**src/rtl/pixel_batch_scheduler.sv**
```systemverilog
// Sequences the pixel processor batch by batch across a frame and serializes each
// packed result into the scan-out FIFO. Optional overlap mode: PIXEL_SCHED_OVERLAP_EN.
module pixel_batch_scheduler #(
  parameter int NUM_PIXELS        = 8,
  parameter int PIXEL_WIDTH       = 12,
  parameter int BATCHES_PER_FRAME = 38400,
  parameter int FIFO_COUNT_WIDTH  = 10
) (
  input  logic                              clk,
  input  logic                              reset,
  input  logic                              frame_start,
  output logic                              proc_new_frame,
  output logic                              proc_start_next_batch,
  input  logic [NUM_PIXELS*PIXEL_WIDTH-1:0] proc_result,
  input  logic                              proc_result_ready,
  input  logic [FIFO_COUNT_WIDTH-1:0]       fifo_free_count,
  output logic                              fifo_wr_en,
  output logic [PIXEL_WIDTH-1:0]            fifo_wr_data,
  output logic                              frame_done,
  output logic                              frame_overrun
);

  localparam int RES_W = NUM_PIXELS * PIXEL_WIDTH;
  localparam int CNT_W = $clog2(BATCHES_PER_FRAME + 1);
  localparam int IDX_W = (NUM_PIXELS > 1) ? $clog2(NUM_PIXELS) : 1;

  localparam logic [CNT_W-1:0]          BPF_CNT  = CNT_W'(BATCHES_PER_FRAME);
  localparam logic [CNT_W-1:0]          LAST_CNT = CNT_W'(BATCHES_PER_FRAME - 1);
  localparam logic [IDX_W-1:0]          LAST_IDX = IDX_W'(NUM_PIXELS - 1);
  localparam logic [FIFO_COUNT_WIDTH:0] ROOM_ONE = (FIFO_COUNT_WIDTH + 1)'(NUM_PIXELS);
`ifdef PIXEL_SCHED_OVERLAP_EN
  localparam logic [FIFO_COUNT_WIDTH:0] ROOM_TWO = (FIFO_COUNT_WIDTH + 1)'(2 * NUM_PIXELS);
`endif

  typedef enum logic [2:0] {
    S_IDLE,
    S_WAIT_ROOM,
    S_LAUNCH,
    S_WAIT_RESULT,
    S_DRAIN
  } state_t;

  state_t             state_q, state_d;
  logic [CNT_W-1:0]   batch_cnt_q, batch_cnt_d;
  logic [IDX_W-1:0]   idx_q, idx_d;
  logic [RES_W-1:0]   shadow_q, shadow_d;
  logic               first_batch_q, first_batch_d;
  logic               guard_q, guard_d;
  logic               overlap_q, overlap_d;
  logic               frame_done_q, frame_done_d;
  logic               frame_overrun_q, frame_overrun_d;

  logic [PIXEL_WIDTH-1:0] shadow_pix [NUM_PIXELS];
  logic [CNT_W-1:0]       cnt_inc;
  logic                   has_room;

  for (genvar gi = 0; gi < NUM_PIXELS; gi++) begin : g_pix
    assign shadow_pix[gi] = shadow_q[gi*PIXEL_WIDTH +: PIXEL_WIDTH];
  end

  assign cnt_inc  = batch_cnt_q + CNT_W'(1);
  assign has_room = {1'b0, fifo_free_count} >= ROOM_ONE;

  always_comb begin
    state_d               = state_q;
    batch_cnt_d           = batch_cnt_q;
    idx_d                 = idx_q;
    shadow_d              = shadow_q;
    first_batch_d         = first_batch_q;
    guard_d               = 1'b0;
    overlap_d             = overlap_q;
    frame_done_d          = 1'b0;
    frame_overrun_d       = 1'b0;
    proc_new_frame        = 1'b0;
    proc_start_next_batch = 1'b0;
    fifo_wr_en            = 1'b0;
    fifo_wr_data          = '0;

    case (state_q)
      S_IDLE: begin
        if (frame_start) begin
          state_d       = S_WAIT_ROOM;
          first_batch_d = 1'b1;
          batch_cnt_d   = '0;
        end
      end
      S_WAIT_ROOM: begin
        if (has_room) state_d = S_LAUNCH;
      end
      S_LAUNCH: begin
        proc_new_frame        = first_batch_q;
        proc_start_next_batch = !first_batch_q;
        first_batch_d         = 1'b0;
        guard_d               = 1'b1;
        state_d               = S_WAIT_RESULT;
      end
      S_WAIT_RESULT: begin
        // A ready still high from the previous batch is ignored on the first cycle.
        if (!guard_q && proc_result_ready) begin
          shadow_d = proc_result;
          idx_d    = '0;
          state_d  = S_DRAIN;
`ifdef PIXEL_SCHED_OVERLAP_EN
          if (!frame_start && (batch_cnt_q < LAST_CNT) &&
              ({1'b0, fifo_free_count} >= ROOM_TWO)) begin
            proc_start_next_batch = 1'b1;
            overlap_d             = 1'b1;
          end
`endif
        end
      end
      S_DRAIN: begin
        fifo_wr_en   = 1'b1;
        fifo_wr_data = shadow_pix[idx_q];
        if (idx_q == LAST_IDX) begin
          if (cnt_inc == BPF_CNT) begin
            frame_done_d = 1'b1;
            batch_cnt_d  = '0;
            overlap_d    = 1'b0;
            state_d      = S_IDLE;
          end else begin
            batch_cnt_d = cnt_inc;
            if (overlap_q) begin
              overlap_d = 1'b0;
              guard_d   = 1'b1;
              state_d   = S_WAIT_RESULT;
            end else begin
              state_d = S_WAIT_ROOM;
            end
          end
        end else begin
          idx_d = idx_q + IDX_W'(1);
        end
      end
      default: state_d = S_IDLE;
    endcase

    // A new frame arriving mid-frame abandons whatever batch is in progress.
    if (frame_start && (state_q != S_IDLE)) begin
      frame_overrun_d = 1'b1;
      frame_done_d    = 1'b0;
      batch_cnt_d     = '0;
      first_batch_d   = 1'b1;
      overlap_d       = 1'b0;
      guard_d         = 1'b0;
      idx_d           = '0;
      state_d         = S_WAIT_ROOM;
    end
  end

  always_ff @(posedge clk) begin
    if (reset) begin
      state_q         <= S_IDLE;
      batch_cnt_q     <= '0;
      idx_q           <= '0;
      shadow_q        <= '0;
      first_batch_q   <= 1'b0;
      guard_q         <= 1'b0;
      overlap_q       <= 1'b0;
      frame_done_q    <= 1'b0;
      frame_overrun_q <= 1'b0;
    end else begin
      state_q         <= state_d;
      batch_cnt_q     <= batch_cnt_d;
      idx_q           <= idx_d;
      shadow_q        <= shadow_d;
      first_batch_q   <= first_batch_d;
      guard_q         <= guard_d;
      overlap_q       <= overlap_d;
      frame_done_q    <= frame_done_d;
      frame_overrun_q <= frame_overrun_d;
    end
  end

  assign frame_done    = frame_done_q;
  assign frame_overrun = frame_overrun_q;

endmodule

```
**config.mk**
```make
export PLATFORM = sky130hd
export DESIGN_NAME = pixel_batch_scheduler
export DESIGN_NICKNAME = d
export VERILOG_FILES = /design/src/rtl/pixel_batch_scheduler.sv
export SDC_FILE = /design/constraint.sdc
export NUM_CORES = 1
export LEC_CHECK = 0
export ABC_AREA = 1
export CAP_MARGIN = 0
export CORE_ASPECT_RATIO = 2
export CORE_MARGIN = 2
export CORE_UTILIZATION = 35
export DETAILED_ROUTE_END_ITERATION = 16
export SLEW_MARGIN = 20
export SYNTH_ARGS = -nofsm -noshare
export SYNTH_HDL_FRONTEND = slang
export SYNTH_SLANG_ARGS = --single-unit
```
**constraint.sdc**
```tcl
create_clock -name clk -period 2.4 [get_ports clk]
set_clock_uncertainty 0.1 [all_clocks]
set_input_delay 0.48 -clock clk [delete_from_list [all_inputs] [get_ports clk]]
set_output_delay 0.48 -clock clk [all_outputs]
set_load 0.03 [all_outputs]
```
==> summary.txt <==
Route
  – Total via count in the routed design: 5,776
  – Wirelength, routed: 17.37 mm
  – Iteration-0 DRC count of the detailed router: 322
  – 1st-pass router iterations: 5
  – Post-detailed-route DRC marker count: 0
  – Post-detailed-route wirelength per cell: approximately 15 um
  – Remaining antenna violation count: 0
  – Ratio of routed vias to standard cells: ~5.0

STA
  – Worst setup slack after layout: -9.263 ps
  – Unrepaired setup endpoints after global routing: true
  – Final-layout worst hold slack: 376.4 ps
  – TNS Setup: -9.263 ps
  – Time the worst path needs with I/O delays and setup: 2409 ps
  – Max Fclk: 415.1 MHz
  – Max_slew headroom: roughly 67%
  – Final hold violations: 0
  – Transition time at the pin with the least slew margin: 491.5 ps
  – Share of the clock period used by the worst path after layout: 100.4%
  – Slew Viols, Final: 0
  – Final setup violation count: 1

Status
  – Failing checks: setup timing
  – Outcome: complete, but fails checks

GRT
  – Combined global-route utilization of all metal layers: 20.39%
  – Wire length of the first global-routing pass: approximately 27 mm
  – Via count of the first global-routing pass: 5,514
  – Global-route congestion overflow total: 0
  – Initial antenna violation count: 0
  – Largest net degree at the start of global routing: 59

Synth
  – Number of synthesized register bits: 122
  – Biggest area consumer among synthesized cells: dfxtp_1
  – Mapped Cells: just over 800
  – Mean area per synthesized cell: 6.738 um^2
  – Area fraction of the dominant cell type after synthesis: between 40 and 50%
  – Synth top area cells: dfxtp_1, nor2_1, o21ai_0
  – Yosys warnings: 0
  – Synthesized netlist net count: 936
  – Netlist area before placement: approximately 5500 um^2
  – Proportion of synthesized chip area in sequential cells: roughly 44%
  – Library cells used by synthesis: 29

Setup path
  – Worst-path cell with the longest stage delay: dfxtp_4
  – Worst reg2reg startpoint: batch_cnt_q[0]$_SDFFE_PP0P_
  – Critical path startpoint category: register
  – Maximum fanout along the worst path: 12
  – Worst Path Buf+Inv: 2
  – Kind of end point of the critical path: output pin
  – Startpoint-to-endpoint class of the critical path: reg2out
  – Largest incremental delay on the critical path: 430 ps
  – Critical Path Source: idx_q[0]$_SDFFE_PP0P_
  – Req. time, crit path: approximately 1800 ps
  – Arrival time of the worst setup path: 1830 ps
  – Sequence of cells on the critical path: buf_8, o21ai_0, o22ai_2, o21ai_1, a31oi_2, buf_6
  – Cell family with most CP delay: compound AO/OA/AOI/OAI gates

Power and ir drop
  – Power share of the clock group: 46.8%
  – Switching power: 1490 uW
  – Total power consumption of the routed design: roughly 5800 uW
  – Switching Fraction: about a quarter
  – P_int: 4278 uW
  – Part of the total power dissipated in sequential elements: 38.7%
  – Worst supply voltage drop on vdd: between 400 and 500 uV
  – Share of total power in combinational logic: 14.5%
  – Power Density: 704.2 nW/um^2
  – Leakage: 0.003021 uW

Place
  – Half-perimeter wire length after detailed placement: 11.17 mm
  – Final weighted congestion of routability-driven global placement: 0.8209
  – Worst slack, placed: 118.1 ps
  – Number of I/O port buffers: 123

Floorplan
  – Total number of placement rows: 65
  – Die height: 182.0 um
  – Top-level I/O count: approximately 130
  – Placeable core area: 15,620 um^2
  – Initial Utilization: 35.51%
  – Die area: 16,930 um^2
  – Die Wd: 93.01 um

Hold path
  – HP Class: reg2reg
  – Min-delay src: first_batch_q$_SDFFE_PP0P_

Finish
  – Area growth from synthesis to layout: 47.72%
  – ANT cells: 0
  – Total of fill cells in the finished design: 1,502
  – Share of cells above drive strength 1: 14.66%
  – Count of nets after finishing: 1,062

Clock tree
  – CTS H-tree depth: 4
  – Sinks on the clock net: 122
  – Number of buffers on the longest clock path: 2
  – Clock Latency Late Sink: 400 ps
  – Clock input transition at the sequential cells of the worst setup and hold paths: 60 ps
  – Master cell of the clock root buffer: clkbuf_16
  – Clock tree from TritonCTS: built
  – CTS buffer count: 17

Job
  – # Max-Cap Violations: 0
## layout by cell type, fill, tap and decap left out, drive strengths merged, types with 10 or more instances in the layout
cell	Yosys	final
a21oi	10	10
a31oi	13	13
buf	8	44
clkbuf	42	20
clkdlybuf4s50	0	108
dfxtp	122	122
inv	28	30
nand2	67	67
nand3	16	16
nor2	309	309
o21ai	173	173
o22ai	12	12
## synth_stat cells (all sizes together)
cell type and instances:
o21bai 2, nor4 1, xnor2 1, clkinv 1
o22ai 12, xor2 4, inv 28, a21oi 10
nor2 309, buf 8, nand3 16, nand2 67
clkbuf 42, dfxtp 122, ha 3, nand3b 2
nand4 3, a31oi 13, a211oi 1, nor3 5
o21ai 173
## routing by layer
layer	wire [um]	GRT usage, %	vias up
li1	-	-	2948
met1	7608	25.77	2594
met2	8169	33.74	206
met3	1161	4.938	28
met4	428	6.882	0
met5	0	0	-
## worst min-delay path: stages, from the launching register on
cell and delay [ps]:
dfxtp_1 320, nand2_1 60, a21oi_1 50
## power by group through the flow
stage	Combinational, uW	Clock (uW)	Sequential, uW
after detailed placement	797	0	2270
final	834	2700	2230
after CTS	826	2740	2230
after floorplan	495	0	2250
after global routing	952	2810	2250
after global placement	791	0	2270
## registers in the layout (all words and copies together) (netlist names)
| name | flops |
|---|---|
| batch_cnt_q | 16 |
| state_q | 3 |
| frame_done | 1 |
| idx_q | 3 |
| guard_q | 1 |
| first_batch_q | 1 |
| frame_overrun | 1 |
| shadow_q | 96 |
## timing repair
action	CTS	global route
gates cloned	6	3
hold buffers	0	0
pin swaps	16	22
setup buffers	6	3
gates resized for setup	61	53
setup endpoints to repair	14	26
endpoints found under the hold margin	0	0
## final cells by class
class	instances	area, um^2	share of cell area [%]
clock buffers	18	429.2	5.239
clock inverters	14	196.4	2.398
inverters	29	120.1	1.466
repair buffers	157	1754	21.41
multi-input cells	622	2990	36.51
well taps	201	251.5	3.070
flip-flops and latches	122	2450	29.91
## path summary, 6_finish.rpt
check / slack [ps] / depth (start not counted) / end
worst min register to register: 380 / 2 / first_batch_q$_SDFFE_PP0P_
worst max-delay path: -9 / 6 / fifo_wr_data[3]
worst max register to register: 270 / 12 / batch_cnt_q[3]$_SDFFE_PP0P_
worst min-delay path: 380 / 2 / first_batch_q$_SDFFE_PP0P_
## metrics by stage
stage | area, um^2 | std cells | utilization [%]
after floorplan | 5595 | 823 | -
after global placement | 7061 | 1116 | 45.22
after detailed placement | 7061 | 1116 | 45.22
after CTS | 8068 | 1160 | 51.67
after global routing | 8192 | 1163 | 52.46
final | 8192 | 1163 | 52.46
## cells by family after synthesis
logic type | after synthesis | synth area share [%]
DFF | 122 | 44.04
buffers and inverters | 79 | 5.663
AOI/OAI and AO/OA | 211 | 19.74
adders and majority gates | 3 | 0.6770
and+or+nand+nor | 403 | 29.08
xor gates and xnor gates | 5 | 0.7897
Power figures use the tool's default switching activity.
